## src/rtl/fpsr_btn_debouncer_if.sv

```systemverilog
// Button bundle: raw pin levels in, conditioned level and strobes out.
// master drives the pins, slave is the conditioner.
interface fpsr_btn_debouncer_if #(
    parameter int N_BTN = 5
);
    logic [N_BTN-1:0] btn_in;
    logic [N_BTN-1:0] dpb;
    logic [N_BTN-1:0] scen;
    logic [N_BTN-1:0] mcen;
    logic [N_BTN-1:0] ccen;

    modport master (
        output btn_in,
        input  dpb,
        input  scen,
        input  mcen,
        input  ccen
    );

    modport slave (
        input  btn_in,
        output dpb,
        output scen,
        output mcen,
        output ccen
    );
endinterface

```

## src/rtl/fpsr_btn_debouncer.sv

```systemverilog
// Multi-channel push-button conditioner: 2-flop sync, debounce FSM,
// level plus single/multi/continuous clock-enable strobes per channel.
module fpsr_btn_debouncer #(
    parameter int N_BTN         = 5,
    parameter int N_DC          = 1000000,
    parameter int REPEAT_DELAY  = 50000000,
    parameter int REPEAT_PERIOD = 20000000,
    parameter int CNT_W         = 26
) (
    input logic                 Clk,
    input logic                 Reset,
    fpsr_btn_debouncer_if.slave bus
);
    typedef enum logic [2:0] {
        INI,
        WQ,
        SCEN_ST,
        HOLD,
        WR
    } state_t;

    localparam logic [CNT_W-1:0] DC_LAST  = CNT_W'(N_DC - 1);
    localparam logic [CNT_W-1:0] DLY_LAST = CNT_W'(REPEAT_DELAY - 1);
    localparam logic [CNT_W-1:0] PER_LAST = CNT_W'(REPEAT_PERIOD - 1);

    logic [N_BTN-1:0] meta_q, meta_d;
    logic [N_BTN-1:0] s_q, s_d;
    logic [N_BTN-1:0] dpb, scen, mcen, ccen;

    // Two-stage synchronizer input for the raw pins.
    always_comb begin
        meta_d = bus.btn_in;
        s_d    = meta_q;
    end

    // Synchronizer flops; cleared with the rest of the block.
    always_ff @(posedge Clk or negedge Reset) begin
        if (!Reset) begin
            meta_q <= '0;
            s_q    <= '0;
        end else begin
            meta_q <= meta_d;
            s_q    <= s_d;
        end
    end

    for (genvar i = 0; i < N_BTN; i++) begin : g_ch
        state_t           state_q, state_d;
        logic [CNT_W-1:0] cnt_q, cnt_d;
        logic             phase_q, phase_d;
        logic             rep_hit;
        logic             s;
        logic             dpb_c, scen_c, mcen_c, ccen_c;

        assign s       = s_q[i];
        assign rep_hit = phase_q ? (cnt_q == PER_LAST)
                                 : (cnt_q == DLY_LAST);

        // Next-state, counter and strobe decode for this channel.
        always_comb begin
            state_d = state_q;
            cnt_d   = cnt_q + 1'b1;
            phase_d = phase_q;
            dpb_c   = 1'b0;
            scen_c  = 1'b0;
            mcen_c  = 1'b0;
            ccen_c  = 1'b0;
            unique case (state_q)
                INI: begin
                    cnt_d = '0;
                    if (s) state_d = WQ;
                end
                WQ: begin
                    if (!s) begin
                        state_d = INI;
                        cnt_d   = '0;
                    end else if (cnt_q == DC_LAST) begin
                        state_d = SCEN_ST;
                        cnt_d   = '0;
                    end
                end
                SCEN_ST: begin
                    dpb_c   = 1'b1;
                    scen_c  = 1'b1;
                    mcen_c  = 1'b1;
                    ccen_c  = 1'b1;
                    state_d = HOLD;
                    cnt_d   = '0;
                    phase_d = 1'b0;
                end
                HOLD: begin
                    dpb_c  = 1'b1;
                    ccen_c = 1'b1;
                    // Release beats a coincident repeat match.
                    if (!s) begin
                        state_d = WR;
                        cnt_d   = '0;
                    end else if (rep_hit) begin
                        mcen_c  = 1'b1;
                        cnt_d   = '0;
                        phase_d = 1'b1;
                    end
                end
                WR: begin
                    dpb_c = 1'b1;
                    if (s) begin
                        cnt_d = '0;
                    end else if (cnt_q == DC_LAST) begin
                        state_d = INI;
                        cnt_d   = '0;
                    end
                end
                default: begin
                    state_d = INI;
                    cnt_d   = '0;
                end
            endcase
        end

        // Per-channel state, counter and repeat-phase registers.
        always_ff @(posedge Clk or negedge Reset) begin
            if (!Reset) begin
                state_q <= INI;
                cnt_q   <= '0;
                phase_q <= 1'b0;
            end else begin
                state_q <= state_d;
                cnt_q   <= cnt_d;
                phase_q <= phase_d;
            end
        end

        assign dpb[i]  = dpb_c;
        assign scen[i] = scen_c;
        assign mcen[i] = mcen_c;
        assign ccen[i] = ccen_c;
    end

    assign bus.dpb  = dpb;
    assign bus.scen = scen;
    assign bus.mcen = mcen;
    assign bus.ccen = ccen;
endmodule

```

## src/flat_wrapper.sv

```systemverilog
// flat-port wrapper written by rule: the top's interface ports become plain ports
module fpsr_btn_debouncer_flat 
#(
    parameter int N_BTN         = 5,
    parameter int N_DC          = 1000000,
    parameter int REPEAT_DELAY  = 50000000,
    parameter int REPEAT_PERIOD = 20000000,
    parameter int CNT_W         = 26
)
  (Clk, Reset, bus_btn_in, bus_dpb, bus_scen, bus_mcen, bus_ccen);
  fpsr_btn_debouncer_if #(.N_BTN(N_BTN)) bus_i ();
  input logic Clk;
  input logic Reset;
  input wire logic [$bits(bus_i.btn_in)-1:0] bus_btn_in;
  output wire logic [$bits(bus_i.dpb)-1:0] bus_dpb;
  output wire logic [$bits(bus_i.scen)-1:0] bus_scen;
  output wire logic [$bits(bus_i.mcen)-1:0] bus_mcen;
  output wire logic [$bits(bus_i.ccen)-1:0] bus_ccen;
  assign bus_i.btn_in = bus_btn_in;
  assign bus_dpb = bus_i.dpb;
  assign bus_scen = bus_i.scen;
  assign bus_mcen = bus_i.mcen;
  assign bus_ccen = bus_i.ccen;
  fpsr_btn_debouncer #(.N_BTN(N_BTN), .N_DC(N_DC), .REPEAT_DELAY(REPEAT_DELAY), .REPEAT_PERIOD(REPEAT_PERIOD), .CNT_W(CNT_W)) u_core (.Clk(Clk), .Reset(Reset), .bus(bus_i));
endmodule
```

## config.mk

```make
export PLATFORM = sky130hd
export DESIGN_NAME = fpsr_btn_debouncer_flat
export DESIGN_NICKNAME = d
export VERILOG_FILES = /design/src/rtl/fpsr_btn_debouncer_if.sv /design/src/rtl/fpsr_btn_debouncer.sv /design/src/flat_wrapper.sv
export SDC_FILE = /design/constraint.sdc
export NUM_CORES = 1
export LEC_CHECK = 0
export ABC_AREA = 1
export BUFFER_PORTS_ARGS = -buffer_cell sky130_fd_sc_hd__buf_2
export CORE_UTILIZATION = 45
export CTS_BUF_LIST = sky130_fd_sc_hd__clkbuf_8
export CTS_CLUSTER_DIAMETER = 200
export DETAILED_ROUTE_END_ITERATION = 16
export PLACE_DENSITY = 0.68
export REMOVE_ABC_BUFFERS = 1
export SLEW_MARGIN = 20
export SYNTH_ARGS = -nofsm -noshare
export SYNTH_HDL_FRONTEND = slang
export SYNTH_SLANG_ARGS = --single-unit
export TNS_END_PERCENT = 10
```

## constraint.sdc

```tcl
create_clock -name Clk -period 2.5 [get_ports Clk]
set_clock_uncertainty 0.2 [all_clocks]
set_input_delay 0 -clock Clk [delete_from_list [all_inputs] [get_ports Clk]]
set_output_delay 0 -clock Clk [all_outputs]
set_load 0.01 [all_outputs]
```

# Word-level counts from Yosys, hierarchy flattened
# Cells that the tools add are included.
# classes
bitwise_logic	0
n_addsub	5
n_mul	0
muxes	115
order_cmp	0
n_div	0
n_shift	0
reduce_logical	30
n_eq_ne	70
# op_table
cell	count
2-to-1 mux 26 bit	25
one-hot mux 26 bit (3 select lines)	5
adder 26 x 1 -> 26 bit, second input constant	5
equality test 26 x 20 -> 1 bit, second input constant	5
equality test 26 x 25 -> 1 bit, second input constant	5
equality test 26 bit, second input constant	5
2-to-1 mux 3 bit	30
one-hot mux 3 bit (5 select lines)	5
2-to-1 mux 1 bit	40
!= test 2 x 1 -> 1 bit, second input constant	20
equality test 3 x 2 -> 1 bit, second input constant	10
AND reduction 5 bit	5
!= test 2 bit, second input constant	10
one-hot mux 1 bit (2 select lines)	10
equality test 3 x 1 -> 1 bit, second input constant	5
equality test 3 bit, second input constant	5
zero test 3 bit	5
!= test 3 bit, second input constant	5
AND reduction 3 bit	5
OR reduction 3 bit	5
nonzero test 2 bit	5
OR reduction 2 bit	5
# word_totals
romBits	0
ff_bits	160
wordCells	237
latchBits	0
output_inout_bits	20
inputBits	7
memories	0
ramBits	0

# Depth between registers and ports, before layout
# logic_depth
depth_word	5
mapped_depth	11
depth_no_buf	10

# Worst setup path before layout
# Ideal clock, no wire load.
# synth_path
path_type	register -> register
startpoint	register u_core.g_ch[4].cnt_q[0]
endpoint	register u_core.g_ch[4].cnt_q[11]
slack_ns	0.722
period_less_slack_ns	1.778
stages_incl_launch_ff	12
n_path_buf	1
setup_time_ns	0.123
arrival_ns	1.454
t_required_ns	2.177
cell_sequence	dfrtp_1 -> ha_1 -> nand2_2 -> nor2_4 -> nand2_4 -> nor2_2 -> nand2_1 -> nor2_2 -> nand2_1 -> nand2_4 -> buf_6 -> a21oi_1
# synth_via
elab_chain_cells	5
word_cells_on_any_way	11
cone_classes	1 x add/sub; 3 x eq/ne; 7 x mux
# synth_rtl
item	line	text
from (decl)	fpsr_btn_debouncer.sv:49	logic [CNT_W-1:0] cnt_q, cnt_d;
from (signal assigned)	fpsr_btn_debouncer.sv:128	cnt_q <= cnt_d;
branches (longest 4 deep; another with adder 26 x 1 -> 26 bit)	-	
one-hot mux 26 bit (3 select lines) *	fpsr_btn_debouncer.sv:68	unique case (state_q)
named net u_core.g_ch[4].cnt_d[11]	fpsr_btn_debouncer.sv:49	
# Mark *: on every way through the listed nets, which the timed path passes.
# A chain may end at the register's enable or synchronous reset.

# Worst setup path in the final report
# layout_path
startpoint	register u_core.g_ch[1].cnt_q[0]
endpoint	output bus_mcen[1]
# layout_via
elab_chain_cells	5
word_cells_on_any_way	6
cone_classes	2 x eq/ne; 4 x mux
# layout_rtl
item	line	text
from (decl)	fpsr_btn_debouncer.sv:49	
from (signal assigned)	fpsr_btn_debouncer.sv:128	
equality test 26 bit / equality test 26 x 25 -> 1 bit (equally long branches)	fpsr_btn_debouncer.sv:57, fpsr_btn_debouncer.sv:56	
2-to-1 mux 1 bit *	fpsr_btn_debouncer.sv:56	assign rep_hit = phase_q ? (cnt_q == PER_LAST)
2-to-1 mux 1 bit *	fpsr_btn_debouncer.sv:98	end else if (rep_hit) begin
2-to-1 mux 1 bit *	fpsr_btn_debouncer.sv:95	if (!s) begin
one-hot mux 1 bit (2 select lines) *	fpsr_btn_debouncer.sv:68	
to (decl)	flat_wrapper.sv:17	output wire logic [$bits(bus_i.mcen)-1:0] bus_mcen;
# Every way passes the cells marked *; elsewhere a longest branch is shown, timed or not.

==> impl_metrics.ini <==
[worst_hold_path]
hold_start = u_core.meta_q[1]
hp-class = reg2reg

[power]
peakVddDrop_v = 0.0004545
cellPowerDensity_nw_per_um2 = 605.7
p_leak_uw = 0.005129
p_total_uw = 6851

[timing]
hold_viol_final = 0
final.setup.tns_ns = 0
maxClockFrequency_mhz = 447.6
worst_pin_slew_ns = 0.6925
final_max_slew_viol_count = 0
rsz0062_at_grt = no
fin_crit_sh_pct = 89.37
fin_crit_ns = 2.234
slew_headroom_pct = 53.66
setup_violations = 0

[global_routing]
grt_usage_pct = 22.43
grt_pass1_wl_mm = 44.28
overflow = 0
antenna_found_initial = 0
grt_max_degree = 54
grt_pass1_vias = 9298

[cts]
htree_levels = 4
cts_buffer_depth = 2
clkTransAtPathRegs_ns = 0.09
cts_tree = done
cts.sinks = 160
clk_latency_ns = 0.47
cts_inserted_buffers = 17
post_cts_buffers = 0
cts-root-buf = clkbuf_8

[floorplan]
std_cell_rows = 55
io_pins = 27
start_util_pct = 46.08
core_area_um2 = 22710
die_y_um = 154.5
die_w_um = 154.5
die_area_um2 = 23870

[worst_setup_path]
crit_path_start = u_core.g_ch[1].cnt_q[0]
start_kind = flop
r2r-start = u_core.g_ch[0].cnt_q[0]
worstPathArrival_ns = 2.03
endpoint_kind = output port
critPathMaxFanout = 4
r2r_slack_ns = 0.34
criticalPathCategory = reg2out
cp.required_ns = 2.30

[route]
initialDrtViolationCount = 836
route.vias.total = 9925
ant_nets = 0
wl_mm = 25.36
wl_per_cell_um = 13.61
routed_via_density = 5.327
dr.pass1.iters = 6
drc = 0

[run]
maxCapViolCount = 0

[synth]
yosys.cell_types.count = 36
avgSynthCellArea_um2 = 6.791
yosys_warnings = 0
ys_seq_area_share_pct = 38.26
synth_seq_cells = 160
synthCells = 1541
syn_area_um2 = 10470

[finish]
area_growth_pct = 8.094
diodes = 0
nets = 1577
drive_gt1_share_pct = 8.492

[placement]
globalplace.congestion = 0.9399
io_buffers = 26
hpwlAfterDp_mm = 18.43

[run_status]
status = complete, no violations
## final cells by class
cell class              count  area (um^2)
fillers                  2307        11400
multi-input cells        1151         5408
flip-flops and latches    160         4004
inverters                 179        671.9
repair buffers             56        461.7
well taps                 285        356.6
clock buffers              17        234.0
clock inverters            15        176.4
## placed cells by master (no fill, tap or decap), types with 16 or more instances in the layout
cell type	Yosys	final
nand2_1	396	396
nor2_1	222	222
nand3_1	186	186
inv_1	174	174
dfrtp_1	160	160
a21oi_1	136	136
o21ai_0	44	44
nand4_1	25	25
buf_2	10	25
xor2_1	22	22
nor3_1	18	18
clkbuf_8	0	17
nor2_2	16	16
or2_2	16	16
## critical path, stage by stage (launching register included)
cell	delay [ns]
dfrtp_1	0.40
ha_1	0.19
nand2_1	0.09
inv_1	0.08
nand2_1	0.09
nor2_2	0.11
nand2_1	0.06
nor3_1	0.15
nand3_1	0.18
nand2_1	0.09
buf_2	0.12
## synth_stat cells (all sizes together)
cell type	n	area share, %
buf	50	3.7
inv	179	6.4
nor2	240	9.1
clkbuf	1	0.048
ha	5	0.60
nand3b	3	0.22
a21boi	5	0.36
and3	1	0.060
nand4	25	1.5
a21oi	138	6.7
dfrtp	160	38
o21ai	51	2.9
o21a	3	0.22
or2	16	0.96
o211ai	9	0.65
a22oi	1	0.072
nand3	188	9.1
nand2	404	15
o31ai	2	0.14
nor3	19	0.96
xor2	22	1.8
xnor2	6	0.50
o21bai	13	0.93
## path summary, 6_finish.rpt
kind / cells past startpoint / endpoint
worst min register to register: 0 / u_core.s_q[1]
worst max register to register: 8 / u_core.g_ch[0].cnt_q[6]
worst min-delay path: 0 / u_core.s_q[1]
max in group asynchronous: 4 / u_core.g_ch[0].phase_q
min in group asynchronous: 4 / u_core.g_ch[2].cnt_q[21]
worst max-delay path: 10 / bus_mcen[1]
## metrics by stage
step | util [%] | instance area [um^2] | worst slack, ns | std cells | hold slack [ns]
3_5_place_dp | 47.29 | 10740 | 0.3020 | 1818 | -0.1830
3_3_place_gp | 47.29 | 10740 | 0.4278 | 1818 | -0.1885
4_1_cts | 49.75 | 11300 | 0.2394 | 1863 | 0.1621
6_report | 49.81 | 11310 | 0.2658 | 1863 | 0.1564
5_1_grt | 49.81 | 11310 | 0.01261 | 1863 | 0.1671
2_1_floorplan | - | 10070 | 0.6330 | 1490 | -0.4956
## state kept, by name, summed over array words and instances, names as in the netlist
name and cells:
u_core.g_ch.cnt_q 130, u_core.meta_q 5, u_core.g_ch.phase_q 5, u_core.g_ch.state_q 15
u_core.s_q 5
## repair_timing
action                    in CTS  in global routing
hold endpoints to repair     165                  0
hold buffers                  13                  0
gates resized for setup        0                  0
## metal layers
layer | global-route usage (%) | part of all wire (%)
met1 | 31.89 | 50
met2 | 35.64 | 45
met3 | 3.867 | 4.4
met4 | 5.139 | 0.85
met5 | 0 | 0
## power by group
group / switching, uW / internal (uW)
clock network: 1090 / 923
registers: 119 / 2730
logic: 1380 / 614
total: 2590 / 4260
## kinds of logic after synthesis
kind of cell | count (synthesis) | synth area share (%)
AND/OR/NAND/NOR | 896 | 36.68
buffers and inverters | 230 | 10.21
flip-flops | 160 | 38.26
AO/OA/AOI/OAI | 222 | 11.91
adder cells (fa/ha/maj) | 5 | 0.5978
XOR/XNOR | 28 | 2.343
No activity file was read; power rests on OpenSTA's default activity.
